### config.mk
export PLATFORM = sky130hd
export DESIGN_NAME = dmem_port_arbiter
export DESIGN_NICKNAME = d
export VERILOG_FILES = /design/src/rtl/dmem_port_arbiter_pkg.sv /design/src/rtl/arb_rr_pick.sv /design/src/rtl/dmem_port_arbiter.sv
export SDC_FILE = /design/constraint.sdc
export NUM_CORES = 1
export LEC_CHECK = 0
export BUFFER_PORTS_ARGS = -buffer_cell sky130_fd_sc_hd__buf_2
export CORE_AREA = 2 2 200 202
export CTS_CLUSTER_DIAMETER = 100
export CTS_CLUSTER_SIZE = 8
export DETAILED_ROUTE_END_ITERATION = 10
export DIE_AREA = 0 0 202 204
export SYNTH_ARGS = -nofsm -noshare
export SYNTH_HDL_FRONTEND = slang
export SYNTH_HIERARCHICAL = 1
export SYNTH_SLANG_ARGS = --single-unit
### constraint.sdc
create_clock -name clk -period 3.82 [get_ports clk]
set_input_delay 0.764 -clock clk [delete_from_list [all_inputs] [get_ports clk]]
set_output_delay 0.764 -clock clk [all_outputs]
set_load 0.1 [all_outputs]
### src/rtl/dmem_port_arbiter_pkg.sv
// Shared widths, lock FSM encodings and round-robin helper for dmem_port_arbiter.
package dmem_port_arbiter_pkg;

    localparam int unsigned DMEM_ADDR_W  = 8;
    localparam int unsigned DMEM_DATA_W  = 64;
    localparam int unsigned DMEM_NUM_REQ = 4;

    typedef enum logic {
        LOCK_IDLE   = 1'b0,
        LOCK_LOCKED = 1'b1
    } lock_state_e;

    // Index of the requester after idx, wrapping at n.
    function automatic int unsigned rr_next(input int unsigned idx, input int unsigned n);
        return (idx + 1 >= n) ? 0 : idx + 1;
    endfunction

endpackage

### src/rtl/arb_rr_pick.sv
// Combinational rotating-priority picker: first masked request at or after ptr wins.
module arb_rr_pick #(
    parameter int unsigned N     = 4,
    parameter int unsigned IDX_W = 2
) (
    input  logic [N-1:0]     req,
    input  logic [IDX_W-1:0] ptr,
    input  logic [N-1:0]     mask,
    output logic [N-1:0]     gnt,
    output logic [IDX_W-1:0] idx,
    output logic             any
);

    logic [N-1:0]     cand;
    int unsigned      pos;
    logic [IDX_W-1:0] pos_idx;

    always_comb begin
        gnt     = '0;
        idx     = '0;
        any     = 1'b0;
        pos     = 0;
        pos_idx = '0;
        cand    = req & mask;
        for (int unsigned k = 0; k < N; k++) begin
            pos = 32'(ptr) + k;
            if (pos >= N) begin
                pos = pos - N;
            end
            pos_idx = IDX_W'(pos);
            if (!any && cand[pos_idx]) begin
                any          = 1'b1;
                gnt[pos_idx] = 1'b1;
                idx          = pos_idx;
            end
        end
    end

endmodule

### src/rtl/dmem_port_arbiter.sv
// Round-robin arbiter sharing one single-port data memory among NUM_REQ requesters.
// Optional atomic lock mode is enabled by defining DMEM_ARB_LOCK_EN.
module dmem_port_arbiter
    import dmem_port_arbiter_pkg::*;
#(
    parameter int unsigned NUM_REQ = DMEM_NUM_REQ,
    parameter int unsigned ADDR_W  = DMEM_ADDR_W,
    parameter int unsigned DATA_W  = DMEM_DATA_W
) (
    input  logic                      clk,
    input  logic                      reset,
    input  logic [NUM_REQ-1:0]        req,
    input  logic [NUM_REQ-1:0]        req_wr,
    input  logic [NUM_REQ-1:0]        req_lock,
    input  logic [NUM_REQ*ADDR_W-1:0] req_addr,
    input  logic [NUM_REQ*DATA_W-1:0] req_wdata,
    output logic [NUM_REQ-1:0]        gnt,
    output logic [NUM_REQ-1:0]        rvalid,
    output logic [DATA_W-1:0]         rdata,
    output logic                      memEn,
    output logic                      memWrEn,
    output logic [ADDR_W-1:0]         memAddr,
    output logic [DATA_W-1:0]         dataIn,
    input  logic [DATA_W-1:0]         dataOut
);

    localparam int unsigned IDX_W = (NUM_REQ > 1) ? $clog2(NUM_REQ) : 1;

    logic [NUM_REQ-1:0] req_v;
    logic [NUM_REQ-1:0] wr_v;
    logic [NUM_REQ-1:0] mask_c;
    logic [NUM_REQ-1:0] pick_gnt;
    logic [NUM_REQ-1:0] gnt_v;
    logic [NUM_REQ-1:0] rv_v;
    logic [ADDR_W-1:0]  addr_a  [NUM_REQ];
    logic [DATA_W-1:0]  wdata_a [NUM_REQ];
    logic [IDX_W-1:0]   pick_idx;
    logic [IDX_W-1:0]   ptr;
    logic [IDX_W-1:0]   ptr_load_val;
    logic [IDX_W-1:0]   rd_tag;
    logic               pick_any;
    logic               gnt_any;
    logic               ptr_load;
    logic               rd_pend;

    // Port vectors carry requester 0 in the MSB; internally bit i is requester i.
    for (genvar g = 0; g < NUM_REQ; g++) begin : g_port
        assign req_v[g]                = req[NUM_REQ-1-g];
        assign wr_v[g]                 = req_wr[NUM_REQ-1-g];
        assign addr_a[g]               = req_addr[(NUM_REQ-1-g)*ADDR_W +: ADDR_W];
        assign wdata_a[g]              = req_wdata[(NUM_REQ-1-g)*DATA_W +: DATA_W];
        assign gnt[NUM_REQ-1-g]        = gnt_v[g];
        assign rvalid[NUM_REQ-1-g]     = rv_v[g];
    end

    arb_rr_pick #(
        .N     (NUM_REQ),
        .IDX_W (IDX_W)
    ) u_pick (
        .req  (req_v),
        .ptr  (ptr),
        .mask (mask_c),
        .gnt  (pick_gnt),
        .idx  (pick_idx),
        .any  (pick_any)
    );

    // Reset blanks the grant path at once; flops see the ungated pick.
    assign gnt_any = pick_any & ~reset;
    assign gnt_v   = reset ? '0 : pick_gnt;

    always_comb begin
        memEn   = gnt_any;
        memWrEn = 1'b0;
        memAddr = '0;
        dataIn  = '0;
        if (gnt_any) begin
            memWrEn = wr_v[pick_idx];
            memAddr = addr_a[pick_idx];
            dataIn  = wdata_a[pick_idx];
        end
    end

`ifdef DMEM_ARB_LOCK_EN
    logic [NUM_REQ-1:0] lock_v;
    lock_state_e        state;
    lock_state_e        state_nxt;
    logic [IDX_W-1:0]   owner;
    logic [IDX_W-1:0]   owner_nxt;

    for (genvar g = 0; g < NUM_REQ; g++) begin : g_lock
        assign lock_v[g] = req_lock[NUM_REQ-1-g];
    end

    // While locked only the owner may be picked.
    assign mask_c = (state == LOCK_LOCKED) ? (NUM_REQ'(1) << owner) : '1;

    always_ff @(posedge clk or posedge reset) begin
        if (reset) begin
            state <= LOCK_IDLE;
            owner <= '0;
        end else begin
            state <= state_nxt;
            owner <= owner_nxt;
        end
    end

    always_comb begin
        state_nxt = state;
        owner_nxt = owner;
        case (state)
            LOCK_IDLE: begin
                if (pick_any && lock_v[pick_idx]) begin
                    state_nxt = LOCK_LOCKED;
                    owner_nxt = pick_idx;
                end
            end
            LOCK_LOCKED: begin
                if (pick_any && !lock_v[owner]) begin
                    state_nxt = LOCK_IDLE;
                end else if (!req_v[owner] && !lock_v[owner]) begin
                    state_nxt = LOCK_IDLE;
                end
            end
            default: state_nxt = LOCK_IDLE;
        endcase
    end

    // Pointer holds across a locked sequence and resumes after the owner.
    always_comb begin
        ptr_load     = 1'b0;
        ptr_load_val = IDX_W'(rr_next(32'(pick_idx), NUM_REQ));
        case (state)
            LOCK_IDLE: begin
                ptr_load = pick_any && !lock_v[pick_idx];
            end
            LOCK_LOCKED: begin
                ptr_load     = (state_nxt == LOCK_IDLE);
                ptr_load_val = IDX_W'(rr_next(32'(owner), NUM_REQ));
            end
            default: ptr_load = 1'b0;
        endcase
    end
`else
    logic unused_lock;

    assign unused_lock  = ^req_lock;
    assign mask_c       = '1;
    assign ptr_load     = pick_any;
    assign ptr_load_val = IDX_W'(rr_next(32'(pick_idx), NUM_REQ));
`endif

    always_ff @(posedge clk or posedge reset) begin
        if (reset) begin
            ptr <= '0;
        end else if (ptr_load) begin
            ptr <= ptr_load_val;
        end
    end

    // Read-return tracking: memory answers one cycle after a granted read.
    always_ff @(posedge clk or posedge reset) begin
        if (reset) begin
            rd_pend <= 1'b0;
            rd_tag  <= '0;
        end else begin
            rd_pend <= pick_any && !wr_v[pick_idx];
            if (pick_any && !wr_v[pick_idx]) begin
                rd_tag <= pick_idx;
            end
        end
    end

    always_comb begin
        rv_v  = '0;
        rdata = '0;
        if (rd_pend) begin
            rv_v[rd_tag] = 1'b1;
            rdata        = dataOut;
        end
    end

endmodule

After elaboration in Yosys (flattened, before gate mapping)
Cells that the tools add are included.

storage, ports and cells
  register bits = 5
  bits in latches = 0
  bits in writable memories = 0
  ROM bits = 0
  bits of input ports = 366
  output and inout bits = 146
  logic and storage cells = 96
  memories kept = 0

operators by class
  $add $sub $neg = 8
  multiply operators = 0
  div/mod/pow operators = 0
  $lt $le $gt $ge = 17
  equal/unequal tests = 0
  shift-type cells = 0
  multiplexer cells = 49
  bitwise gates (word level) = 6
  reduce and logical (&&, ||, !) cells = 13

operators with widths
  operator                                                                             count
  64-bit two-way mux                                                                   4
  64-bit binary-select mux with 2-bit select                                           1
  4-bit two-way mux                                                                    6
  8-bit two-way mux                                                                    3
  2-bit by 3-bit less-than comparator with 1-bit output, second input constant         6
  2-bit two-way mux                                                                    9
  8-bit binary-select mux with 2-bit select                                            1
  3-bit greater-or-equal comparator, second input constant                             5
  1-bit two-way mux                                                                    15
  4-bit bitwise OR                                                                     3
  1-bit binary-select mux with 2-bit select                                            5
  1-bit demux with 2-bit select                                                        5
  2-bit by 1-bit greater-or-equal comparator with 1-bit output, second input constant  5
  1-bit logical AND                                                                    9
  2-bit by 1-bit subtractor with 2-bit output, second input constant                   4
  2-bit by 1-bit adder with 3-bit output, second input constant                        2
  2-bit by 2-bit adder with 3-bit output, second input constant                        2
  1-bit zero test                                                                      4
  2-bit by 3-bit greater-or-equal comparator with 1-bit output, second input constant  1
  2-bit NOT with 3-bit output                                                          1
  1-bit bitwise AND                                                                    1
  1-bit NOT                                                                            1

Depth between registers and ports, before layout
  depth in word-level cells = 19
  depth in mapped cells = 12
  gate-level depth less buffers = 9

By module
Netlist, hierarchy kept.

modules (own cells, without submodules)
  module             instances  cells an instance  area an instance (um^2)  sequential area each (um^2)
  dmem_port_arbiter  1          279                3,055.4                  125.1
  arb_rr_pick        1          76                 604.3                    0.0

Worst setup path after synthesis
No wires, ideal clock.

  path kind = reg-to-output
  start = reg ptr[0]
  end = out dataIn[10]
  arrival = 3.550 ns
  data required time = 3.056 ns
  setup slack = -0.494 ns
  stages on the path, launching flop included = 11
  buffers on the path = 3
  cells stage by stage = dfrtp_1 inv_1 ha_1 clkbuf_1 mux4_2 o31ai_1 a22o_1 buf_6 buf_12 mux4_2 and3_1

between the ends
  word-level cells in the longest chain between the ends = 19
  elaborated cells between the ends (all ways) = 43
  classes of those cells = 7 x add/sub; 4 x order compare; 24 x mux; 2 x bitwise; 6 x reduce/logical

RTL lines
  element                                                                                          RTL line                  RTL
  from (decl)                                                                                      dmem_port_arbiter.sv:38   logic [IDX_W-1:0] ptr;
  from (signal assigned)                                                                           dmem_port_arbiter.sv:157  ptr <= ptr_load_val;
  parallel branches: the longest is 13 deep, another holds 2-bit by 1-bit adder with 3-bit output  -
  2-bit two-way mux (*)                                                                            arb_rr_pick.sv:31         if (!any && cand[pos_idx]) begin
  net pick_idx[0]                                                                                  dmem_port_arbiter.sv:37   logic [IDX_W-1:0] pick_idx;
  2-bit NOT with 3-bit output (implied by the code) (*)                                            dmem_port_arbiter.sv:80   dataIn = wdata_a[pick_idx];
  64-bit binary-select mux with 2-bit select (*)                                                   dmem_port_arbiter.sv:80
  64-bit two-way mux (implied by the code) (*) (2 in a row)                                        dmem_port_arbiter.sv:80
  64-bit two-way mux (*)                                                                           dmem_port_arbiter.sv:77   if (gnt_any) begin
  to (decl)                                                                                        dmem_port_arbiter.sv:23   output logic [DATA_W-1:0] dataIn,

Mark *: on every way through the listed nets, which the timed path passes. The select of a mux whose other input is x is not followed.

Worst setup path after layout
  start = in req[0]
  end = out dataIn[5]

between the ends
  word-level cells in the longest chain between the ends = 17
  elaborated cells between the ends (all ways) = 28
  classes of those cells = 20 x mux; 2 x bitwise; 6 x reduce/logical

RTL lines
  element                                                    RTL line                 RTL
  from (decl)                                                dmem_port_arbiter.sv:12  input logic [NUM_REQ-1:0] req,
  1-bit binary-select mux with 2-bit select                  arb_rr_pick.sv:31
  1-bit two-way mux (implied by the code)                    arb_rr_pick.sv:31
  1-bit two-way mux                                          arb_rr_pick.sv:31
  1-bit zero test                                            arb_rr_pick.sv:31
  1-bit logical AND                                          arb_rr_pick.sv:31
  1-bit two-way mux                                          arb_rr_pick.sv:31
  1-bit zero test                                            arb_rr_pick.sv:31
  1-bit logical AND                                          arb_rr_pick.sv:31
  1-bit two-way mux                                          arb_rr_pick.sv:31
  1-bit zero test                                            arb_rr_pick.sv:31
  1-bit logical AND                                          arb_rr_pick.sv:31
  2-bit two-way mux (*)                                      arb_rr_pick.sv:31
  net pick_idx[0]                                            dmem_port_arbiter.sv:37
  2-bit NOT with 3-bit output (implied by the code) (*)      dmem_port_arbiter.sv:80
  64-bit binary-select mux with 2-bit select (*)             dmem_port_arbiter.sv:80
  64-bit two-way mux (implied by the code) (*) (2 in a row)  dmem_port_arbiter.sv:80
  64-bit two-way mux (*)                                     dmem_port_arbiter.sv:77

Mark *: on every way through the listed nets, which the timed path passes. The rest lies on a longest branch. The select of a mux whose other input is x is not followed.

==> metrics.yaml <==
status: "finished, violations left"
violations: "negative setup slack"
final_common_cell: "buf_2"
synth_adder_area_share_pct: 3.08
grt_overflow: 0
avgViaCountPerCell: 3.99
tightest_slew_ps: 562
final_cell_mix: "buf_2, buf_12, mux4_2"
area_growth_syn_to_layout_pct: 149
hold_depth: 1
fin_crit_sh_pct: 106
reg2reg_depth: 13
ys_warn_count: 6
dpl.hpwl_mm: 22.2
hold_violations: 0
postCtsHoldBufs: 0
grt_pass1_vias: 5810
end_kind: "primary output"
place.gp.congestion: 0.849
io_buffers: 507
finClkSkew_ps: 2.90
finalWorstSetupSlack_ps: -226
numCtsBuffers: 3
synthesis.area_um2: 3660
path_class: "in2out"
setup_violations: 73
muxShareOfSynthArea_pct: 49.6
synth-simple-area-share_pct: 29.8
drt-wirelength-per-cell_um: 18.5
slowest_delay_ps: 530
grt_start_max_net_pins: 65
slowest_stage: "mux4_2"
dp_cells: 1420
crit_family: "multiplexers"
cts_tree: "done"
ant_nets: 0
first_pass_iters: 4
fp.dieArea_um2: 41200
antenna_found_initial: 13
grt_pass1_wl_mm: 35.4
start_kind: "input pin"
slew_headroom_pct: 62.8
synth-seq-cells: 5
die_h_um: 204
synthesis.instances: 355
critical_path.n_buffers_inverters: 4
fin_nets: 1290
coreArea_um2: 39200
routed_wl_mm: 26.7
fin_crit_ps: 4050
post_route_cells_drive_above_1_share_pct: 82.9
cts_max_level: 1
ys_types: 39
drcViolationCount: 0
min_path_type: "reg2reg"
path_clk_slew_ps: 40
cap_violations: 0
path_depth: 10
drt_iter0_drc: 263
seq_area_frac_synth_pct: 3.42
synth_compound_area_share_pct: 5.54
fmax_ghz: 0.247
clock_latency_ps: 240
worstPathCellList: "buf_6 -> and2_4 -> mux4_2 -> o31ai_4 -> a22o_4 -> clkbuf_16 -> buf_6 -> mux4_2 -> and3_4 -> buf_12"
track_usage_pct: 11.5
cp_data_required_time_ps: 3060
ioPinCount: 512
clock_sinks: 5
synth_top_family_by_area: "multiplexers"
synthXorXnorAreaFrac_pct: 0
die-width_um: 202
fillers: 4162
crit_fanout: 8
vias: 5749
floorplan.initialDensity_pct: 9.34
rsz0062_at_grt: "true"
clock-root-buffer: "clkbuf_16"
maxSlewViolCount: 0
avgSynthCellArea_um2: 10.3
stdcell_count: 1442
cts_buffer_depth: 2
arrival_ps: 3280
rows: 73
==> logic make-up (layout without fill, tap and decap cells) <==
family          count (synthesis)  in the layout
simple gates                  182            182
mux                            83             83
buf+inv                        48            593
compound gates                 27             27
fa+ha+maj                       9              9
flops                           5              5
other cells                     1             18
==> sequential cells by signal, summed over array words and instances, names as in the netlist <==
register / flops
rd_tag: 2
ptr: 2
rd_pend: 1
==> routing by layer <==
metal | routed length (um) | track usage, %
met1 | 9410 | 12.4
met2 | 13800 | 21.8
met3 | 2320 | 2.46
met4 | 1130 | 4.67
met5 | 69 | 0
==> area by class of cell <==
class                      count  area, um2  area share (%)
timing repair buffer         584       4540            49.7
multi-input combinational    316       3700            40.6
tap                          525        657            7.20
sequential                     5        126            1.38
clock buffer                   4       78.8           0.864
inverter                       5       18.8           0.206
antenna                        3       7.51          0.0822
==> cells in the mapped netlist (all sizes together) <==
| cell | number | area (um2) |
|---|---|---|
| o2111a | 1 | 11.3 |
| nand4 | 1 | 6.26 |
| or4 | 1 | 7.51 |
| nor4 | 1 | 6.26 |
| ha | 9 | 113 |
| a32oi | 1 | 8.76 |
| nor3 | 5 | 25.0 |
| o41ai | 1 | 8.76 |
| and2 | 68 | 428 |
| conb | 1 | 3.75 |
| o21ai | 6 | 30.0 |
| clkbuf | 24 | 90.1 |
| nand3 | 3 | 15.0 |
| nand3b | 1 | 7.51 |
| a211oi | 1 | 7.51 |
| a32o | 1 | 10.0 |
| nor2 | 10 | 37.5 |
| and3 | 78 | 488 |
| o31ai | 4 | 30.0 |
| a22o | 3 | 26.3 |
| o211ai | 4 | 30.0 |
| a21oi | 1 | 5.00 |
| nand2 | 8 | 30.0 |
| nor2b | 4 | 25.0 |
| buf | 19 | 200 |
| mux2i | 2 | 20.0 |
| inv | 5 | 18.8 |
| nor3b | 1 | 7.51 |
| mux4 | 78 | 1760 |
| mux2 | 3 | 33.8 |
| a311oi | 4 | 35.0 |
| nand4b | 1 | 8.76 |
| dfrtp | 5 | 125 |
==> what timing repair did <==
item,4_1_cts,5_1_grt
setup endpoints to repair,73,73
gates cloned,1,3
pin swaps,0,1
buffers inserted,10,1
gates resized for setup,239,91
==> worst paths after layout <==
| kind | start | to | slack, ps |
|---|---|---|---|
| setup / recovery | req[0] | dataIn[5] | -230 |
| hold / removal | rd_tag[1] | rd_tag[1] | 580 |
| setup reg to reg | ptr[0] | rd_tag[1] | 470 |
| hold reg to reg | rd_tag[1] | rd_tag[1] | 580 |
| max in group asynchronous | reset | ptr[0] | 2740 |
| min in group asynchronous | reset | rd_tag[1] | 620 |
==> metrics by stage <==
stage	area, um2	worst slack (ps)	util, %	TNS (ps)	hold WS [ps]
5_1_grt	9120	-306	23.3	-18340	594
3_5_place_dp	7610	-462	19.4	-27020	565
3_3_place_gp	7610	-452	19.4	-26450	555
4_1_cts	8660	-231	22.1	-10880	574
2_1_floorplan	4080	-106	-	-106	522
6_report	9130	-226	23.3	-12000	581
Power is left out: the tool's default activity adds up to more than one toggle a clock period on the data nets, which glitch-free logic cannot reach.
